**config.mk**
```make
export PLATFORM = sky130hd
export DESIGN_NAME = updown_game_ctrl_flat
export DESIGN_NICKNAME = d
export VERILOG_FILES = /design/src/rtl/updown_game_ctrl_if.sv /design/src/rtl/updown_game_ctrl.sv /design/src/flat_wrapper.sv
export SDC_FILE = /design/constraint.sdc
export NUM_CORES = 1
export LEC_CHECK = 0
export CAP_MARGIN = 10
export CORE_MARGIN = 2
export CORE_UTILIZATION = 46
export DETAILED_ROUTE_END_ITERATION = 10
export PLACE_DENSITY = 0.79
export SYNTH_ARGS = -nofsm -noshare
export SYNTH_HDL_FRONTEND = slang
export SYNTH_SLANG_ARGS = --single-unit
```
**constraint.sdc**
```tcl
create_clock -name clk -period 1.5 [get_ports clk]
set_input_delay 0.225 -clock clk [delete_from_list [all_inputs] [get_ports clk]]
set_output_delay 0.225 -clock clk [all_outputs]
set_load 0.02 [all_outputs]
```
**src/rtl/updown_game_ctrl_if.sv**
```systemverilog
// Signal bundle between the up/down game controller, the keypad/secret
// front end, the combinational compare block and the display/hint logic.
interface updown_game_ctrl_if;
  logic       start;
  logic       load_secret;
  logic [6:0] secret_in;
  logic [6:0] guess_in;
  logic       guess_valid;
  logic       guess_ready;
  logic [6:0] cmp_actual;
  logic [6:0] cmp_guess;
  logic [1:0] cmp_result;
  logic [1:0] hint;
  logic       hint_valid;
  logic [3:0] tries;
  logic       win;
  logic       lose;
  logic       busy;

  // Environment side: front end, compare block and display/hint consumers.
  modport master (
    output start, load_secret, secret_in, guess_in, guess_valid, cmp_result,
    input  guess_ready, cmp_actual, cmp_guess, hint, hint_valid, tries,
           win, lose, busy
  );

  // Controller side.
  modport slave (
    input  start, load_secret, secret_in, guess_in, guess_valid, cmp_result,
    output guess_ready, cmp_actual, cmp_guess, hint, hint_valid, tries,
           win, lose, busy
  );
endinterface

```
**src/rtl/updown_game_ctrl.sv**
```systemverilog
// Up/down guessing-game sequencer: chooses the secret, feeds guesses to the
// external compare block, samples its verdict, counts tries, declares win/lose.
module updown_game_ctrl #(
  parameter int NUM_MAX   = 99,
  parameter int MAX_TRIES = 7
) (
  input  logic                 clk,
  input  logic                 rst_n,
  updown_game_ctrl_if.slave    bus
);

  localparam logic [6:0] NUM_MAX_C   = 7'(NUM_MAX);
  localparam logic [3:0] MAX_TRIES_C = 4'(MAX_TRIES);

  typedef enum logic [2:0] {
    ST_IDLE  = 3'd0,
    ST_WAIT  = 3'd1,
    ST_CHECK = 3'd2,
    ST_WIN   = 3'd3,
    ST_LOSE  = 3'd4
  } state_t;

  state_t     state_r;
  state_t     next_state_s;
  logic [6:0] sec_cnt_r;
  logic [6:0] secret_sel_s;
  logic [3:0] tries_inc_s;
  logic [6:0] cmp_actual_r;
  logic [6:0] cmp_guess_r;
  logic [1:0] hint_r;
  logic       hint_valid_r;
  logic [3:0] tries_r;
  logic       guess_ready_r;
  logic       busy_r;
  logic       win_r;
  logic       lose_r;

  // Status flags {guess_ready, busy, win, lose} implied by a state; registered
  // against the next state so they line up exactly with state_r.
  function automatic logic [3:0] state_flags(input state_t s);
    logic [3:0] f;
    case (s)
      ST_WAIT:  f = 4'b1100;
      ST_CHECK: f = 4'b0100;
      ST_WIN:   f = 4'b0010;
      ST_LOSE:  f = 4'b0001;
      default:  f = 4'b0000;
    endcase
    return f;
  endfunction

  assign tries_inc_s = tries_r + 4'd1;

  // Secret source: an in-range external value, otherwise the running counter.
  always_comb begin
    secret_sel_s = sec_cnt_r;
    if (bus.load_secret && (bus.secret_in <= NUM_MAX_C)) begin
      secret_sel_s = bus.secret_in;
    end else begin
      secret_sel_s = sec_cnt_r;
    end
  end

  // Next-state decode of the game sequence.
  always_comb begin
    next_state_s = state_r;
    case (state_r)
      ST_IDLE, ST_WIN, ST_LOSE: begin
        if (bus.start) begin
          next_state_s = ST_WAIT;
        end else begin
          next_state_s = state_r;
        end
      end
      ST_WAIT: begin
        // Out-of-range guesses are answered in place and do not reach CHECK.
        if (bus.guess_valid && (bus.guess_in <= NUM_MAX_C)) begin
          next_state_s = ST_CHECK;
        end else begin
          next_state_s = ST_WAIT;
        end
      end
      ST_CHECK: begin
        if (bus.cmp_result == 2'b00) begin
          next_state_s = ST_WIN;
        end else if (tries_inc_s == MAX_TRIES_C) begin
          next_state_s = ST_LOSE;
        end else begin
          next_state_s = ST_WAIT;
        end
      end
      default: next_state_s = ST_IDLE;
    endcase
  end

  // State register, free-running secret counter and all registered outputs.
  always_ff @(posedge clk) begin
    if (!rst_n) begin
      state_r       <= ST_IDLE;
      sec_cnt_r     <= 7'd0;
      cmp_actual_r  <= 7'd0;
      cmp_guess_r   <= 7'd0;
      hint_r        <= 2'b00;
      hint_valid_r  <= 1'b0;
      tries_r       <= 4'd0;
      guess_ready_r <= 1'b0;
      busy_r        <= 1'b0;
      win_r         <= 1'b0;
      lose_r        <= 1'b0;
    end else begin
      sec_cnt_r <= (sec_cnt_r == NUM_MAX_C) ? 7'd0 : (sec_cnt_r + 7'd1);
      state_r   <= next_state_s;
      {guess_ready_r, busy_r, win_r, lose_r} <= state_flags(next_state_s);
      hint_valid_r <= 1'b0;
      case (state_r)
        ST_IDLE, ST_WIN, ST_LOSE: begin
          if (bus.start) begin
            cmp_actual_r <= secret_sel_s;
            tries_r      <= 4'd0;
          end else begin
            cmp_actual_r <= cmp_actual_r;
          end
        end
        ST_WAIT: begin
          if (bus.guess_valid && (bus.guess_in > NUM_MAX_C)) begin
            hint_r       <= 2'b11;
            hint_valid_r <= 1'b1;
          end else if (bus.guess_valid) begin
            cmp_guess_r  <= bus.guess_in;
          end else begin
            cmp_guess_r  <= cmp_guess_r;
          end
        end
        ST_CHECK: begin
          // The compare block has had the whole CHECK cycle to settle.
          hint_r       <= bus.cmp_result;
          hint_valid_r <= 1'b1;
          tries_r      <= tries_inc_s;
        end
        default: begin
          hint_valid_r <= 1'b0;
        end
      endcase
    end
  end

  assign bus.guess_ready = guess_ready_r;
  assign bus.busy        = busy_r;
  assign bus.win         = win_r;
  assign bus.lose        = lose_r;
  assign bus.cmp_actual  = cmp_actual_r;
  assign bus.cmp_guess   = cmp_guess_r;
  assign bus.hint        = hint_r;
  assign bus.hint_valid  = hint_valid_r;
  assign bus.tries       = tries_r;

endmodule

```
**src/flat_wrapper.sv**
```systemverilog
// flat-port wrapper written by rule: the top's interface ports become plain ports
module updown_game_ctrl_flat 
#(
  parameter int NUM_MAX   = 99,
  parameter int MAX_TRIES = 7
)
  (clk, rst_n, bus_start, bus_load_secret, bus_secret_in, bus_guess_in, bus_guess_valid, bus_cmp_result, bus_guess_ready, bus_cmp_actual, bus_cmp_guess, bus_hint, bus_hint_valid, bus_tries, bus_win, bus_lose, bus_busy);
  updown_game_ctrl_if bus_i ();
  input  logic clk;
  input  logic rst_n;
  input wire logic [$bits(bus_i.start)-1:0] bus_start;
  input wire logic [$bits(bus_i.load_secret)-1:0] bus_load_secret;
  input wire logic [$bits(bus_i.secret_in)-1:0] bus_secret_in;
  input wire logic [$bits(bus_i.guess_in)-1:0] bus_guess_in;
  input wire logic [$bits(bus_i.guess_valid)-1:0] bus_guess_valid;
  input wire logic [$bits(bus_i.cmp_result)-1:0] bus_cmp_result;
  output wire logic [$bits(bus_i.guess_ready)-1:0] bus_guess_ready;
  output wire logic [$bits(bus_i.cmp_actual)-1:0] bus_cmp_actual;
  output wire logic [$bits(bus_i.cmp_guess)-1:0] bus_cmp_guess;
  output wire logic [$bits(bus_i.hint)-1:0] bus_hint;
  output wire logic [$bits(bus_i.hint_valid)-1:0] bus_hint_valid;
  output wire logic [$bits(bus_i.tries)-1:0] bus_tries;
  output wire logic [$bits(bus_i.win)-1:0] bus_win;
  output wire logic [$bits(bus_i.lose)-1:0] bus_lose;
  output wire logic [$bits(bus_i.busy)-1:0] bus_busy;
  assign bus_i.start = bus_start;
  assign bus_i.load_secret = bus_load_secret;
  assign bus_i.secret_in = bus_secret_in;
  assign bus_i.guess_in = bus_guess_in;
  assign bus_i.guess_valid = bus_guess_valid;
  assign bus_i.cmp_result = bus_cmp_result;
  assign bus_guess_ready = bus_i.guess_ready;
  assign bus_cmp_actual = bus_i.cmp_actual;
  assign bus_cmp_guess = bus_i.cmp_guess;
  assign bus_hint = bus_i.hint;
  assign bus_hint_valid = bus_i.hint_valid;
  assign bus_tries = bus_i.tries;
  assign bus_win = bus_i.win;
  assign bus_lose = bus_i.lose;
  assign bus_busy = bus_i.busy;
  updown_game_ctrl #(.NUM_MAX(NUM_MAX), .MAX_TRIES(MAX_TRIES)) u_core (.clk(clk), .rst_n(rst_n), .bus(bus_i));
endmodule
```
==> metrics <==
Residual DRC=0; Iteration-0 DRC Markers=26; total gr overflow=0; Port Buffers=45; Post-Syn Area per Cell=9.57 µm²; fin cells=269; Post-synth EDFFs=0; antenna fix cells=0; Worst Max-Slew Pin Slew=0.294 ns; Post-Route Utilization=67.5%; worst vdd ir=0.789 mV; Seq/Total Area, Yosys=around 45%; switch share=26.3%; Pre-antenna DRT Iters=4; register area=707 µm²; core area=3280 µm²; clock latency on the worst-skew pair=about 0.33 ns; drt total wl=~3600 µm; Slew Viols, Final=0; Clock Sinks=35; pwr dens=878 nW/µm²; Slowest-stage cell, CP=or3b_4; Post-synth ARST share=0%; clock tree buffer depth=2; Max H-tree Level=2; #FFs+latches synth=35; Int Power=1.44 mW; CP top delay family=simple AND/OR/NAND/NOR gates; Synth Cell Area=1560 µm²; Crit path buffers/inverters=1; critical path required time=1.76 ns; largest net degree at the start of global routing=15; Final Skew=~0.0047 ns; period utilization=around 97%; row cnt=21; routed vias=1394; die area=3870 µm²; share of cells above drive strength 1=between 10% and 20%; Max Fclk=about 0.69 GHz; Final Hold Viols=0; Die W=62.2 µm; vias in the first global route=1366; Root Driver=clkbuf_4; met1 WL=1590 µm; final setup fails=0; Die Height=62.2 µm; Net Switching=512 µW; Rel. slew slack=80.1%; first-pass GRT wire length=6060 µm; Post-synth top flop=dfxtp_1; WS Path Type=reg -> reg; Hold/Removal Path Class=reg -> reg; Period minus WS final=1.45 ns; total track usage=19.5%; Crit Path Max Fanout=10; Gate power share=18.5%; Final nets=246; WL/cell=~14 µm; DRT antenna net count=0; clock power share=29.5%; status=finished, final reports clean; Crit. End Element=flip-flop; max cap viols=0; fill cell count=283; Critical Path, Cell by Cell=or3b_4 > buf_4 > o21ai_2 > a21oi_1 > nor3b_2; critical path's largest stage delay=0.42 ns; Syn. warnings=0; clk slew on worst S/H paths=0.10 ns; P&R area growth vs syn=42.1%; Met2 Wirelength=between 1500 and 2000 µm; Worst setup SP type=flip-flop; Netlist cell types=42; Hold Buf Count CTS=0; share of power burned in registers=51.9%; vias per cell=5.18; Static Leak=1.03 nW; I/O pin count=46; HPWL after detailed placement=2780 µm; post-synthesis cell count=between 150 and 200; DR top layer=met4; Syn Nets=187; RePlAce Congestion=roughly 0.90; placed cell count=261; initial core utilization=47.5%; Worst EP arrival=1.71 ns; CTS tree=built; WL met3=~140 µm; multi-input logic area=825 µm²; initial antenna violation count=0; CTS buffer count=5
==> cells in the final DEF (no fill, tap or decap), types with 4 or more instances in the layout <==
cell type / count
o21ai_1: 6
dfxtp_1: 30
mux2i_1: 8
clkdlybuf4s50_1: 20
and2_1: 4
inv_1: 5
nor2_1: 9
nor2b_1: 6
clkbuf_4: 5
a21oi_1: 9
buf_4: 12
o21ai_2: 4
dfxtp_2: 5
nand2_1: 15
a31oi_1: 4
nand3_1: 6
dlygate4sd2_1: 22
==> final timing paths <==
kind	from	endpoint	slack [ns]	depth (start not counted)
setup / recovery	u_core.state_r[0]$_SDFF_PN0_	u_core.bus.tries[2]$_SDFFE_PN0P_	0.05	5
setup reg to reg	u_core.state_r[0]$_SDFF_PN0_	u_core.bus.tries[2]$_SDFFE_PN0P_	0.05	5
hold reg to reg	u_core.bus.cmp_actual[6]$_SDFFE_PN0P_	u_core.bus.cmp_actual[6]$_SDFFE_PN0P_	0.45	2
hold / removal	u_core.bus.cmp_actual[6]$_SDFFE_PN0P_	u_core.bus.cmp_actual[6]$_SDFFE_PN0P_	0.45	2
==> through the flow <==
stage          TNS [ns]  hold slack (ns)  cell area [µm²]  setup WS [ns]  total power [mW]
2_1_floorplan         0            0.367             1570         0.0524              1.22
3_3_place_gp      -1.22            0.435             2140         -0.148              1.40
3_5_place_dp      -2.27            0.447             2140         -0.231              1.41
4_1_cts               0            0.457             2180        0.00899              1.97
5_1_grt         -0.0127            0.481             2220        -0.0127              2.05
6_report              0            0.452             2220         0.0519              1.95
==> routing by layer <==
layer / vias up / global-route usage, %
met5: - / 0
met3: 6 / 6.88
met4: 0 / 6.67
met2: 37 / 33.7
met1: 644 / 22.5
li1: 707 / -
==> registers in the layout, summed over array words and instances, names as in the netlist <==
signal / cells
u_core.bus.guess_ready: 1
u_core.bus.hint: 2
u_core.bus.hint_valid: 1
u_core.bus.win: 1
u_core.state_r: 3
u_core.bus.lose: 1
u_core.bus.busy: 1
u_core.bus.cmp_actual: 7
u_core.bus.tries: 4
u_core.sec_cnt_r: 7
u_core.bus.cmp_guess: 7
==> power groups by stage <==
| stage | combinational [mW] | clock, mW | sequential [mW] |
|---|---|---|---|
| 2_1_floorplan | 0.154 | 0 | 1.07 |
| 3_3_place_gp | 0.373 | 0 | 1.03 |
| 3_5_place_dp | 0.381 | 0 | 1.03 |
| 4_1_cts | 0.362 | 0.595 | 1.01 |
| 5_1_grt | 0.390 | 0.639 | 1.02 |
| 6_report | 0.361 | 0.575 | 1.01 |
==> cells by family (layout without fill, tap and decap cells) <==
| logic type | after synthesis | after routing | share of synthesized area (%) |
|---|---|---|---|
| adders and majority gates | 3 | 3 | 2.41 |
| and+or+nand+nor | 54 | 54 | 18.8 |
| muxes | 8 | 8 | 5.13 |
| xor gates and xnor gates | 7 | 7 | 3.93 |
| AOI/OAI and AO/OA | 45 | 45 | 20.8 |
| DFF | 35 | 35 | 44.9 |
| buffers and inverters | 11 | 71 | 3.93 |
==> tightest hold or removal path: stages (launching register included) <==
cell      delay [ns]
dfxtp_1         0.32
nand2_1         0.05
a21boi_1        0.05
==> final cells by class <==
type | instances | share of cell area [%]
Timing Repair Buffer | 58 | 24.4
Inverter | 5 | 0.846
Clock buffer | 8 | 3.10
Multi-Input combinational cell | 117 | 37.2
Tap cell | 46 | 2.60
Sequential cell | 35 | 31.9
==> what timing repair did <==
action                     4_1_cts  5_1_grt
setup endpoints to repair       23       12
pin swaps                        0        1
buffers inserted                 0        0
resized for setup               23       11
==> Yosys cell counts (4+ instances only) <==
library cell | number | area share (%)
xnor2_1 | 4 | 2.2
inv_1 | 5 | 1.2
nand3_1 | 6 | 1.9
nor2_1 | 9 | 2.2
mux2i_1 | 8 | 5.1
o21ai_1 | 7 | 2.2
nand2_1 | 15 | 3.6
and2_1 | 4 | 1.6
dfxtp_1 | 35 | 45
a31oi_1 | 4 | 1.6
nor2b_1 | 6 | 2.4
a21oi_1 | 9 | 2.9
(Power assumes the default switching activity.)
